==> src/rtl/job_sched_rr.sv <==
// Round-robin scheduler sharing one start/done worker among NUM_REQ requesters.
// Optional watchdog abort of stuck jobs is compiled in with JOB_SCHED_WATCHDOG_EN.
//
// state    | meaning
// ---------+----------------------------------------------------------
// IDLE     | waiting for worker_ready and any req; picks next requester
// LAUNCH   | worker_start pulse for the granted requester
// WAIT     | waiting for worker_done (watchdog counts here if enabled)
// COMPLETE | ack pulse to granted requester, advance rr pointer
// ABORT    | watchdog expired: ack + timeout_err, advance rr pointer
module job_sched_rr #(
  parameter int NUM_REQ = 4,
  parameter int ID_W    = $clog2(NUM_REQ),
  parameter int TIMEOUT = 255
) (
  input  logic               clk,
  input  logic               rst,
  input  logic [NUM_REQ-1:0] req,
  output logic [NUM_REQ-1:0] ack,
  output logic [ID_W-1:0]    grant_id,
  output logic               busy,
  input  logic               worker_ready,
  output logic               worker_start,
  input  logic               worker_done,
  output logic               timeout_err
);

`ifdef JOB_SCHED_WATCHDOG_EN
  typedef enum logic [2:0] {S_IDLE, S_LAUNCH, S_WAIT, S_COMPLETE, S_ABORT} state_t;
`else
  typedef enum logic [1:0] {S_IDLE, S_LAUNCH, S_WAIT, S_COMPLETE} state_t;
`endif

  localparam logic [ID_W-1:0] LAST_ID = ID_W'(NUM_REQ - 1);

  state_t              state, state_nxt;
  logic [ID_W-1:0]     ptr, ptr_nxt, grant_nxt;
  logic [ID_W-1:0]     sel_id;
  logic                sel_valid;
  logic [2*NUM_REQ-1:0] req_dbl;
  logic [NUM_REQ-1:0]  req_rot;
  logic [ID_W:0]       sum;

  // Rotate req so bit 0 is the requester at ptr; scan downward so the
  // lowest rotated offset (closest to ptr) wins.
  always_comb begin
    req_dbl   = {req, req};
    req_rot   = NUM_REQ'(req_dbl >> ptr);
    sel_valid = 1'b0;
    sel_id    = '0;
    sum       = '0;
    for (int i = NUM_REQ - 1; i >= 0; i--) begin
      if (req_rot[i]) begin
        sum = {1'b0, ptr} + (ID_W+1)'(i);
        if (sum >= (ID_W+1)'(NUM_REQ)) sum = sum - (ID_W+1)'(NUM_REQ);
        sel_id    = sum[ID_W-1:0];
        sel_valid = 1'b1;
      end
    end
  end

`ifdef JOB_SCHED_WATCHDOG_EN
  logic [15:0] wd_cnt, wd_cnt_nxt;
  logic        wd_hit;
  assign wd_hit = ((wd_cnt + 16'd1) == 16'(TIMEOUT));
`endif

  always_comb begin
    state_nxt    = state;
    ptr_nxt      = ptr;
    grant_nxt    = grant_id;
    busy         = (state != S_IDLE);
    worker_start = 1'b0;
    ack          = '0;
    timeout_err  = 1'b0;
`ifdef JOB_SCHED_WATCHDOG_EN
    wd_cnt_nxt   = wd_cnt;
`endif
    case (state)
      S_IDLE: begin
        if (worker_ready && sel_valid) begin
          grant_nxt = sel_id;
          state_nxt = S_LAUNCH;
        end
      end
      S_LAUNCH: begin
        worker_start = 1'b1;
        state_nxt    = S_WAIT;
`ifdef JOB_SCHED_WATCHDOG_EN
        wd_cnt_nxt   = '0;
`endif
      end
      S_WAIT: begin
`ifdef JOB_SCHED_WATCHDOG_EN
        wd_cnt_nxt = wd_cnt + 16'd1;
        // done takes priority over a simultaneous expiry
        if (worker_done)  state_nxt = S_COMPLETE;
        else if (wd_hit)  state_nxt = S_ABORT;
`else
        if (worker_done)  state_nxt = S_COMPLETE;
`endif
      end
      S_COMPLETE: begin
        ack       = NUM_REQ'(1) << grant_id;
        ptr_nxt   = (grant_id == LAST_ID) ? '0 : grant_id + ID_W'(1);
        state_nxt = S_IDLE;
      end
`ifdef JOB_SCHED_WATCHDOG_EN
      S_ABORT: begin
        ack         = NUM_REQ'(1) << grant_id;
        timeout_err = 1'b1;
        ptr_nxt     = (grant_id == LAST_ID) ? '0 : grant_id + ID_W'(1);
        state_nxt   = S_IDLE;
      end
`endif
      default: state_nxt = S_IDLE;
    endcase
  end

  always_ff @(posedge clk or posedge rst) begin
    if (rst) begin
      state    <= S_IDLE;
      ptr      <= '0;
      grant_id <= '0;
`ifdef JOB_SCHED_WATCHDOG_EN
      wd_cnt   <= '0;
`endif
    end else begin
      state    <= state_nxt;
      ptr      <= ptr_nxt;
      grant_id <= grant_nxt;
`ifdef JOB_SCHED_WATCHDOG_EN
      wd_cnt   <= wd_cnt_nxt;
`endif
    end
  end

endmodule

==> config.mk <==
export PLATFORM = sky130hd
export DESIGN_NAME = job_sched_rr
export DESIGN_NICKNAME = d
export VERILOG_FILES = /design/src/rtl/job_sched_rr.sv
export SDC_FILE = /design/constraint.sdc
export NUM_CORES = 1
export LEC_CHECK = 0
export CAP_MARGIN = 20
export CORE_AREA = 10 10 47 49
export CTS_BUF_LIST = sky130_fd_sc_hd__clkbuf_4 sky130_fd_sc_hd__clkbuf_8
export CTS_CLUSTER_DIAMETER = 150
export DETAILED_ROUTE_END_ITERATION = 7
export DIE_AREA = 0 0 57 59
export PLACE_DENSITY = 0.79
export SKIP_LAST_GASP = 1
export SLEW_MARGIN = 20
export SYNTH_ARGS = -nofsm -noshare
export SYNTH_HDL_FRONTEND = slang
export SYNTH_SLANG_ARGS = --single-unit
==> constraint.sdc <==
create_clock -name clk -period 3.9 [get_ports clk]
set_input_delay 0.39 -clock clk [delete_from_list [all_inputs] [get_ports clk]]
set_output_delay 0.39 -clock clk [all_outputs]
set_load 0.005 [all_outputs]
==> reports/metrics.yaml <==
placement:
  gp_congestion: 0.738
  placed_cells: 83
  io_buffer_count: 15
  dpl.hpwl_um: 870
synth:
  synth.largest_area_cell: "dfrtp_1"
  netlist.area_leader.share: 0.285
  synth_most_common_cell: "ha_1"
  ys_async_sr_fraction: 1.00
  yosys_register_bits: 6
  synth_flop_cell: "dfrtp_1"
  synth_cells: 53
  synth_fp_nets: 70
  yosysSeqAreaShare: 0.285
  synth-edff-count: 0
  ys_types: 23
  yosys-top-cells-count: "ha_1 (9), inv_1 (7), dfrtp_1 (6)"
  avgSynthCellArea_um2: 9.94
  syn-cell-area_um2: 527
  ys_warn_count: 0
  ys_top_cells_by_area: "dfrtp_1 (29%), ha_1 (21%), o41ai_4 (5.2%)"
floorplanning:
  die_w_um: 57
  die_area_um2: 3360
  io_pins: 17
  core_area_um2: 1400
  rows: 14
  start_util: 0.376
  die_height_um: 59
timing:
  final-hold-violation-count: 0
  rsz0062_at_grt: "no"
  max_freq_ghz: 0.508
  fin_hold_ws_ns: 0.346
  setup-tns-final_ns: 0
  fin_crit_ns: 1.97
  finalSetupViolations: 0
  final.setup_skew_ns: 0.00391
  post-route-period-util: 0.505
  finalMaxSlewViolations: 0
clock_tree:
  clk_pin_slew_ns: 0.04
  clk_latency_ns: 0.25
  cts_repair_resize_count: 0
  h-tree-depth: 1
  hold_buffers: 0
  cts_num_sinks: 6
  cts_tree: "built"
  cts_buffers: 3
  clockBufferDepth: 2
  cts_root_buf: "clkbuf_4"
  post_cts_buffers: 0
critical_path:
  rr_startpoint: "state[1]$_DFFE_PP0P_"
  critPathCapture: "busy"
  worstSetupEndpointType: "output port"
  worstPathArrival_ns: 1.58
  cp-startpoint: "state[0]$_DFFE_PP0P_"
  r2r_end: "grant_id[0]$_DFFE_PP0P_"
  r2r_cells: 5
  rrSetupSlack_ns: 2.33
  start_kind: "flip-flop"
  crit_fanout: 4
  critPathKind: "reg2out"
  cp.required_ns: 3.51
cells_and_area:
  drive_gt1_frac: 0.157
  fin_cells: 86
  final_nets: 89
  syn2layout_area_growth_pct: 35.2
  utilization: 0.508
  diodes: 0
detailed_routing:
  firstDrtPassIters: 4
  vias_per_cell: 4.80
  drtAntennaViolNets: 0
  drt-total-wl_um: 1020
  wl_per_cell_um: 11.8
  drc: 0
  vias: 413
  drt_first_iter_violations: 5
run_status:
  status: "finished clean"
min_path:
  hold_class: "in2async"
power:
  internal_power_mw: 0.278
  powerDensity_nw_per_um2: 616
  pwr-share-comb: 0.571
  leakage_nw: 0.330
  power_frac_clock: 0.131
  switching_share: 0.366
  irDropWorstVdd_mv: 0.334
  seq_power_share: 0.298
  p_switching_mw: 0.160
global_routing:
  grt_pass1_wl_um: 1810
  grt.total_usage: 0.0679
  grt_pass1_vias: 433
  antenna_found_initial: 0
  grt_overflow_total: 0
  grt_max_degree: 7
flow_run:
  max-cap-violations: 0
==> cell type report <==
type | instances | area, um^2
sequential | 6 | 150
timing repair buffer | 15 | 150
multi-input combinational | 39 | 343
tap | 16 | 20.0
inverter | 7 | 26.3
fill | 135 | 689
clock buffer | 3 | 22.5
==> layer usage <==
metal	vias to the layer above	GRT usage	wire length [um]
met1	184	0.0641	382
met2	17	0.105	485
met3	3	0.0429	123
met4	0	0.0503	24
li1	209	-	-
met5	-	0	0
==> registers in the layout (all words and copies together) (netlist names) <==
signal    count
grant_id      2
ptr           2
state         2
==> worst min path at each step <==
stage,start,to,slack (ns),cells past startpoint
floorplan,rst,grant_id[0]$_DFFE_PP0P_,0.18,1
global placement,ptr[0]$_DFFE_PP0P_,ptr[0]$_DFFE_PP0P_,0.52,1
detailed placement,ptr[0]$_DFFE_PP0P_,ptr[0]$_DFFE_PP0P_,0.52,1
CTS,rst,state[1]$_DFFE_PP0P_,0.35,2
global route,rst,state[1]$_DFFE_PP0P_,0.38,2
finish,rst,state[1]$_DFFE_PP0P_,0.35,2
==> cell usage in the layout (no fill, tap or decap) <==
master	instances
or2_2	1
nor2_1	3
nand2_1	2
a21oi_1	2
o41ai_4	1
and2b_2	1
a311oi_1	1
and2_1	4
nor2b_1	2
inv_1	7
a21oi_2	1
clkbuf_4	3
nand2b_1	2
o31ai_1	1
dfrtp_1	6
o21a_1	1
o21ai_0	2
mux2_4	1
conb_1	1
ha_1	9
clkdlybuf4s50_1	15
o41ai_2	1
mux2_2	2
a2bb2oi_1	1
==> power groups by stage <==
stage / sequential (mW) / clock, mW / combinational [mW]
final: 0.131 / 0.0573 / 0.250
after global placement: 0.132 / 0 / 0.249
after global routing: 0.139 / 0.0614 / 0.289
after floorplan: 0.123 / 0 / 0.161
after CTS: 0.132 / 0.0599 / 0.257
after detailed placement: 0.133 / 0 / 0.256
==> metrics by stage <==
step	area [um^2]	total power, mW	setup WS, ns
final	712	0.439	1.93
after floorplan	527	0.284	2.45
after global routing	712	0.489	1.81
after global placement	689	0.382	2.01
after CTS	712	0.448	1.90
after detailed placement	689	0.389	1.99
==> critical path, cell delays in order (launching register included) <==
cell,delay (ns)
dfrtp_1,0.39
inv_1,0.09
ha_1,0.24
inv_1,0.10
clkdlybuf4s50_1,0.51
==> cell families (layout without fill, tap and decap cells) <==
family,after synthesis,after routing,share of synthesized area
and+or+nand+nor,15,15,0.159
AOI/OAI and AO/OA,11,11,0.200
adders and majority gates,9,9,0.214
buffers and inverters,8,25,0.0641
DFF,6,6,0.285
muxes,3,3,0.0712
other,1,1,0.00712
Note: power is estimated with default switching activity, not from simulation.
